## src/rtl/drum_voice_mixer.sv

```systemverilog
// Polyphonic drum playback: one address counter per voice, ROM data mixed
// into a single saturated offset-binary sample on every sample_tick.
module drum_voice_mixer #(
   parameter int NUM_VOICES  = 5,
   parameter int ADDR_W      = 12,
   parameter int SAMPLE_W    = 8,
   parameter int ROM_LATENCY = 1
) (
   input  logic                           clk,
   input  logic                           rst_n,
   input  logic                           sample_tick,
   input  logic [NUM_VOICES-1:0]          trig,
   input  logic [NUM_VOICES-1:0]          mute,
   input  logic [NUM_VOICES*ADDR_W-1:0]   voice_len,
   output logic [NUM_VOICES*ADDR_W-1:0]   rom_addr,
   input  logic [NUM_VOICES*SAMPLE_W-1:0] rom_data,
   output logic [NUM_VOICES-1:0]          active,
   output logic [SAMPLE_W-1:0]            mix_out,
   output logic                           mix_valid
);

   localparam int MIX_W = SAMPLE_W + $clog2(NUM_VOICES) + 1;
   localparam logic [SAMPLE_W-1:0] MID = {1'b1, {(SAMPLE_W-1){1'b0}}};
   localparam logic signed [MIX_W-1:0] MAX_S = MIX_W'(2**(SAMPLE_W-1) - 1);
   localparam logic signed [MIX_W-1:0] MIN_S = MIX_W'(-(2**(SAMPLE_W-1)));

   typedef enum logic {IDLE, PLAY} voice_state_t;

   voice_state_t      r_state    [NUM_VOICES];
   voice_state_t      w_state_nxt[NUM_VOICES];
   logic [ADDR_W-1:0] r_addr     [NUM_VOICES];
   logic [ADDR_W-1:0] w_addr_nxt [NUM_VOICES];
   logic [ADDR_W-1:0] r_len      [NUM_VOICES];
   logic [ADDR_W-1:0] w_len_nxt  [NUM_VOICES];

   logic [ROM_LATENCY-1:0] r_tick_dly;
   logic [NUM_VOICES-1:0]  r_mask_dly [ROM_LATENCY];

   logic signed [SAMPLE_W:0]  w_s;
   logic signed [MIX_W-1:0]   w_sum;
   logic [SAMPLE_W-1:0]       w_mix;

   // NOTE: every comb output gets a default first so no latch is inferred.
   always_comb begin
      for (int i = 0; i < NUM_VOICES; i++) begin
         w_state_nxt[i] = r_state[i];
         w_addr_nxt[i]  = r_addr[i];
         w_len_nxt[i]   = r_len[i];
         case (r_state[i])
            IDLE: begin
               if (trig[i]) begin
                  w_state_nxt[i] = PLAY;
                  w_addr_nxt[i]  = '0;
                  w_len_nxt[i]   = voice_len[i*ADDR_W +: ADDR_W];
               end
            end
            PLAY: begin
               // A trigger outranks a tick landing in the same cycle.
               if (trig[i]) begin
                  w_addr_nxt[i] = '0;
                  w_len_nxt[i]  = voice_len[i*ADDR_W +: ADDR_W];
               end else if (sample_tick) begin
                  if (r_addr[i] == r_len[i]) begin
                     w_state_nxt[i] = IDLE;
                     w_addr_nxt[i]  = '0;
                  end else begin
                     w_addr_nxt[i] = r_addr[i] + 1'b1;
                  end
               end
            end
            default: w_state_nxt[i] = IDLE;
         endcase
      end
   end

   // NOTE: sequential state uses non-blocking assignments only.
   always_ff @(posedge clk or negedge rst_n) begin
      if (!rst_n) begin
         for (int i = 0; i < NUM_VOICES; i++) begin
            r_state[i] <= IDLE;
            r_addr[i]  <= '0;
            r_len[i]   <= '0;
         end
      end else begin
         for (int i = 0; i < NUM_VOICES; i++) begin
            r_state[i] <= w_state_nxt[i];
            r_addr[i]  <= w_addr_nxt[i];
            r_len[i]   <= w_len_nxt[i];
         end
      end
   end

   for (genvar g = 0; g < NUM_VOICES; g++) begin : g_voice_out
      assign rom_addr[g*ADDR_W +: ADDR_W] = r_addr[g];
      assign active[g]                    = (r_state[g] == PLAY);
   end

   // Tick and contributing mask travel alongside the ROM read latency.
   always_ff @(posedge clk or negedge rst_n) begin
      if (!rst_n) begin
         r_tick_dly <= '0;
         for (int k = 0; k < ROM_LATENCY; k++) r_mask_dly[k] <= '0;
      end else begin
         r_tick_dly[0] <= sample_tick;
         r_mask_dly[0] <= active & ~mute;
         for (int k = 1; k < ROM_LATENCY; k++) begin
            r_tick_dly[k] <= r_tick_dly[k-1];
            r_mask_dly[k] <= r_mask_dly[k-1];
         end
      end
   end

   always_comb begin
      w_s   = '0;
      w_sum = '0;
      for (int i = 0; i < NUM_VOICES; i++) begin
         w_s = $signed({1'b0, rom_data[i*SAMPLE_W +: SAMPLE_W]}) - $signed({1'b0, MID});
         if (r_mask_dly[ROM_LATENCY-1][i])
            w_sum = w_sum + {{(MIX_W-SAMPLE_W-1){w_s[SAMPLE_W]}}, w_s};
      end
      if (w_sum > MAX_S)      w_mix = '1;
      else if (w_sum < MIN_S) w_mix = '0;
      else                    w_mix = w_sum[SAMPLE_W-1:0] + MID;
   end

   always_ff @(posedge clk or negedge rst_n) begin
      if (!rst_n) begin
         mix_out   <= MID;
         mix_valid <= 1'b0;
      end else begin
         mix_valid <= r_tick_dly[ROM_LATENCY-1];
         if (r_tick_dly[ROM_LATENCY-1]) mix_out <= w_mix;
      end
   end

endmodule

```

## config.mk

```make
export PLATFORM = sky130hd
export DESIGN_NAME = drum_voice_mixer
export DESIGN_NICKNAME = d
export VERILOG_FILES = /design/src/rtl/drum_voice_mixer.sv
export SDC_FILE = /design/constraint.sdc
export NUM_CORES = 1
export LEC_CHECK = 0
export CAP_MARGIN = 20
export CORE_ASPECT_RATIO = 1.25
export CORE_MARGIN = 2
export CORE_UTILIZATION = 30
export DETAILED_ROUTE_END_ITERATION = 8
export PLACE_DENSITY = 0.48
export SETUP_SLACK_MARGIN = 0.5
export SYNTH_ARGS = -nofsm -noshare
export SYNTH_HDL_FRONTEND = slang
export SYNTH_SLANG_ARGS = --single-unit
export TNS_END_PERCENT = 1
```

## constraint.sdc

```tcl
create_clock -name clk -period 19.9 [get_ports clk]
set_clock_uncertainty 0.05 [all_clocks]
set_input_delay 3.98 -clock clk [delete_from_list [all_inputs] [get_ports clk]]
set_output_delay 3.98 -clock clk [all_outputs]
set_load 0.005 [all_outputs]
```

==> impl_metrics.json <==
{
  "run_status": "complete, no violations",
  "rsz0062_at_grt": "no",
  "cts_tree": "done",
  "setup_viol": 0,
  "hold_buffers": 0,
  "yosys_register_bits": 140,
  "hold_path_class": "reg2reg",
  "detail_route.drc_violations": 0,
  "period_minus_slack_ns": 10.91,
  "ant_nets": 0,
  "synth-edff-count": 0,
  "dpl_cell_area_sq_um": 11700,
  "setup_tns_ns": 0,
  "numPlacedInstances": 1563,
  "detail_route.iter0.violations": 344,
  "syn_area_sq_um": 9400,
  "worst-r2r-setup-slack_ns": 12.44,
  "drt-wirelength-per-cell_um": 16.4,
  "max-clock-path-buffers": 2,
  "io_pins": 187,
  "post_route_clock_period_utilization_pct": 54.8,
  "seq_cell_area_sq_um": 3500,
  "flow.area_growth_from_synthesis_pct": 30.3,
  "critPathSlowestCell": "sky130_fd_sc_hd__xnor3_2",
  "fmax_mhz": 91.7,
  "timing.max_slew.rel_slack_pct": 39.2,
  "portBuffers": 186,
  "layout_common_cells": "sky130_fd_sc_hd__clkdlybuf4s50_1, sky130_fd_sc_hd__dfrtp_1, sky130_fd_sc_hd__o21ai_0",
  "drt-pass1-iter-count": 4,
  "cap_viol_max_count": 0,
  "std_cell_rows": 72,
  "gr-total-overflow": 0,
  "finalMaxSlewViolations": 0,
  "detailed_place_hpwl_um": 20000,
  "critPathMaxFanout": 6,
  "finish.cell_count_without_fillers": 1595,
  "required_ns": 20.15,
  "finalInstanceArea_sq_um": 12300,
  "multi_input_area_sq_um": 5640,
  "crit_path_max_incr_delay_ns": 0.41,
  "core_ar_sq_um": 30900,
  "min_delay_path_depth": 1,
  "dieArea_sq_um": 32800,
  "worstMarginPinSlew_ns": 0.912,
  "grt.total_usage_pct": 16.3,
  "cp_data_arrival_time_ns": 11.16,
  "vdd_drop_max_uv": 57.5,
  "first_global_vias": 7994,
  "cellLeakagePower_nw": 5.07,
  "synth_seq_area_share_pct": 37.3,
  "number_of_antenna_violations_at_the_first_check_in_global_routing": 1,
  "critPathKind": "in2reg",
  "grt_start_max_net_pins": 85,
  "post_cts_buffers": 0,
  "synth_top_flop_cell": "sky130_fd_sc_hd__dfrtp_1",
  "antenna_cells": 0,
  "power_density_over_cell_area_nw_per_um2": 80.1,
  "clock_sink_count": 140,
  "via_count": 7845,
  "syn_avg_cell_area_sq_um": 9.40,
  "critical_path.endpoint_type": "register",
  "hold_path_end": "r_len[49]",
  "design_power_total_mw": 0.982,
  "fp.dieW_um": 162,
  "worst_reg2reg_path_depth": 30,
  "initial_utilization_pct": 30.4,
  "routed_wl_um": 26100,
  "num-fill-cells": 3123,
  "synth.distinct_cells": 72,
  "post_synth_inst_count": 1000,
  "fraction_of_final_layout_cells_sized_beyond_drive_strength_1_pct": 10.5,
  "yosysWarningCount": 0,
  "cts.root.buffer_cell": "sky130_fd_sc_hd__clkbuf_16",
  "numCtsBuffers": 17,
  "setup.worst_path.start": "rom_data[0]",
  "post_cts_resized": 0,
  "critPathLaunchType": "primary input",
  "utilization_pct": 39.6,
  "worstReg2RegEnd": "mix_out[3]",
  "synth_async_sr_flop_share_pct": 100,
  "worstSkewPairLatency_ns": 0.43,
  "layout_commonest_cell": "sky130_fd_sc_hd__clkdlybuf4s50_1",
  "globalplace.congestion": 0.787,
  "finalHoldViolations": 0,
  "fin_nets": 1338,
  "viasPerCell": 4.92,
  "syn-num-nets": 1163,
  "cts.clk_slew.worst_paths_ns": 0.06,
  "worstHoldStart": "r_len[49]",
  "grt_pass1_wl_um": 43000,
  "floorplan.die.height_um": 202,
  "crit-reg2reg-launch": "r_mask_dly[0]",
  "critical_path.most_common_cell": "sky130_fd_sc_hd__ha_1",
  "htree_num_levels": 4
}
-- kinds of logic (layout without fill, tap and decap cells) --
| kind of cell | count (synthesis) | after routing | synth area share, % |
|---|---|---|---|
| buffers and inverters | 69 | 257 | 2.79 |
| AND/OR/NAND/NOR | 322 | 322 | 17.3 |
| XOR/XNOR | 93 | 93 | 9.02 |
| AO/OA/AOI/OAI | 243 | 243 | 16.9 |
| flip-flops | 140 | 140 | 37.3 |
| multiplexers | 83 | 83 | 9.75 |
| adder cells (fa/ha/maj) | 50 | 50 | 6.97 |
-- stage by stage --
step / setup slack, ns / hold WS (ns)
after global placement: 8.79 / 0.463
after floorplan: 9.62 / 0.394
final: 8.99 / 0.476
after CTS: 8.98 / 0.481
after detailed placement: 8.55 / 0.468
after global routing: 8.45 / 0.499
-- Yosys cell counts (5+ instances only) --
cell type	instances	area [sq um]
sky130_fd_sc_hd__nor2_1	74	278
sky130_fd_sc_hd__nand4_1	16	100
sky130_fd_sc_hd__dfrtp_1	139	3480
sky130_fd_sc_hd__mux2_2	69	777
sky130_fd_sc_hd__a21oi_1	32	160
sky130_fd_sc_hd__nand3_1	22	110
sky130_fd_sc_hd__o22ai_1	8	50.1
sky130_fd_sc_hd__xor2_1	19	166
sky130_fd_sc_hd__o221ai_1	5	43.8
sky130_fd_sc_hd__clkbuf_1	28	105
sky130_fd_sc_hd__o21a_1	8	60.1
sky130_fd_sc_hd__a211oi_1	6	45.0
sky130_fd_sc_hd__xnor2_1	72	631
sky130_fd_sc_hd__ha_1	46	576
sky130_fd_sc_hd__nor2b_1	14	87.6
sky130_fd_sc_hd__and3_1	36	225
sky130_fd_sc_hd__nand2_1	77	289
sky130_fd_sc_hd__a21o_1	18	135
sky130_fd_sc_hd__inv_1	37	139
sky130_fd_sc_hd__or3_1	8	50.1
sky130_fd_sc_hd__nor3_1	11	55.1
sky130_fd_sc_hd__nand2b_1	48	300
sky130_fd_sc_hd__mux2i_1	14	140
sky130_fd_sc_hd__o21ai_0	120	601
-- cell type report --
type                       instances  area share (%)
clock buffer                      26            4.08
clock inverter                     6           0.684
timing repair buffer             188            15.3
multi-input combinational        791            46.0
sequential                       140            28.6
inverter                          37            1.13
tap                              407            4.16
-- power breakdown --
| part | leakage (nW) | internal, mW | switching (mW) | total [mW] |
|---|---|---|---|---|
| logic | 3.03 | 0.165 | 0.169 | 0.334 |
| clock network | 0.288 | 0.197 | 0.121 | 0.318 |
| registers | 1.74 | 0.308 | 0.0215 | 0.330 |
-- metal layers --
metal | share of wire (%) | GRT usage, %
met5 | 0.073 | 0
met4 | 0.96 | 4.11
met3 | 5.3 | 4.25
met2 | 49 | 27.9
met1 | 44 | 20.5
-- registers in the layout, indices dropped and copies added, names as in the netlist --
signal / flops
r_tick_dly: 1
rom_addr: 60
active: 5
r_len: 60
mix_out: 8
mix_valid: 1
r_mask_dly: 5
-- critical path, delay by kind of cell --
kind | cells | cell delay [ns]
buffers and inverters | 2 | 0.49
AND/OR/NAND/NOR | 4 | 0.78
multiplexers | 4 | 0.72
XOR/XNOR | 4 | 0.84
AO/OA/AOI/OAI | 12 | 2.79
adder cells (fa/ha/maj) | 5 | 1.57
-- worst max path at each step --
stage,to,cells after the start,slack (ns)
after global routing,mix_out[3],31,8.45
after CTS,mix_out[3],31,8.98
final,mix_out[3],31,8.99
after global placement,mix_out[6],31,8.79
after detailed placement,mix_out[6],31,8.55
after floorplan,mix_out[6],31,9.62
Power figures use the tool's default switching activity.
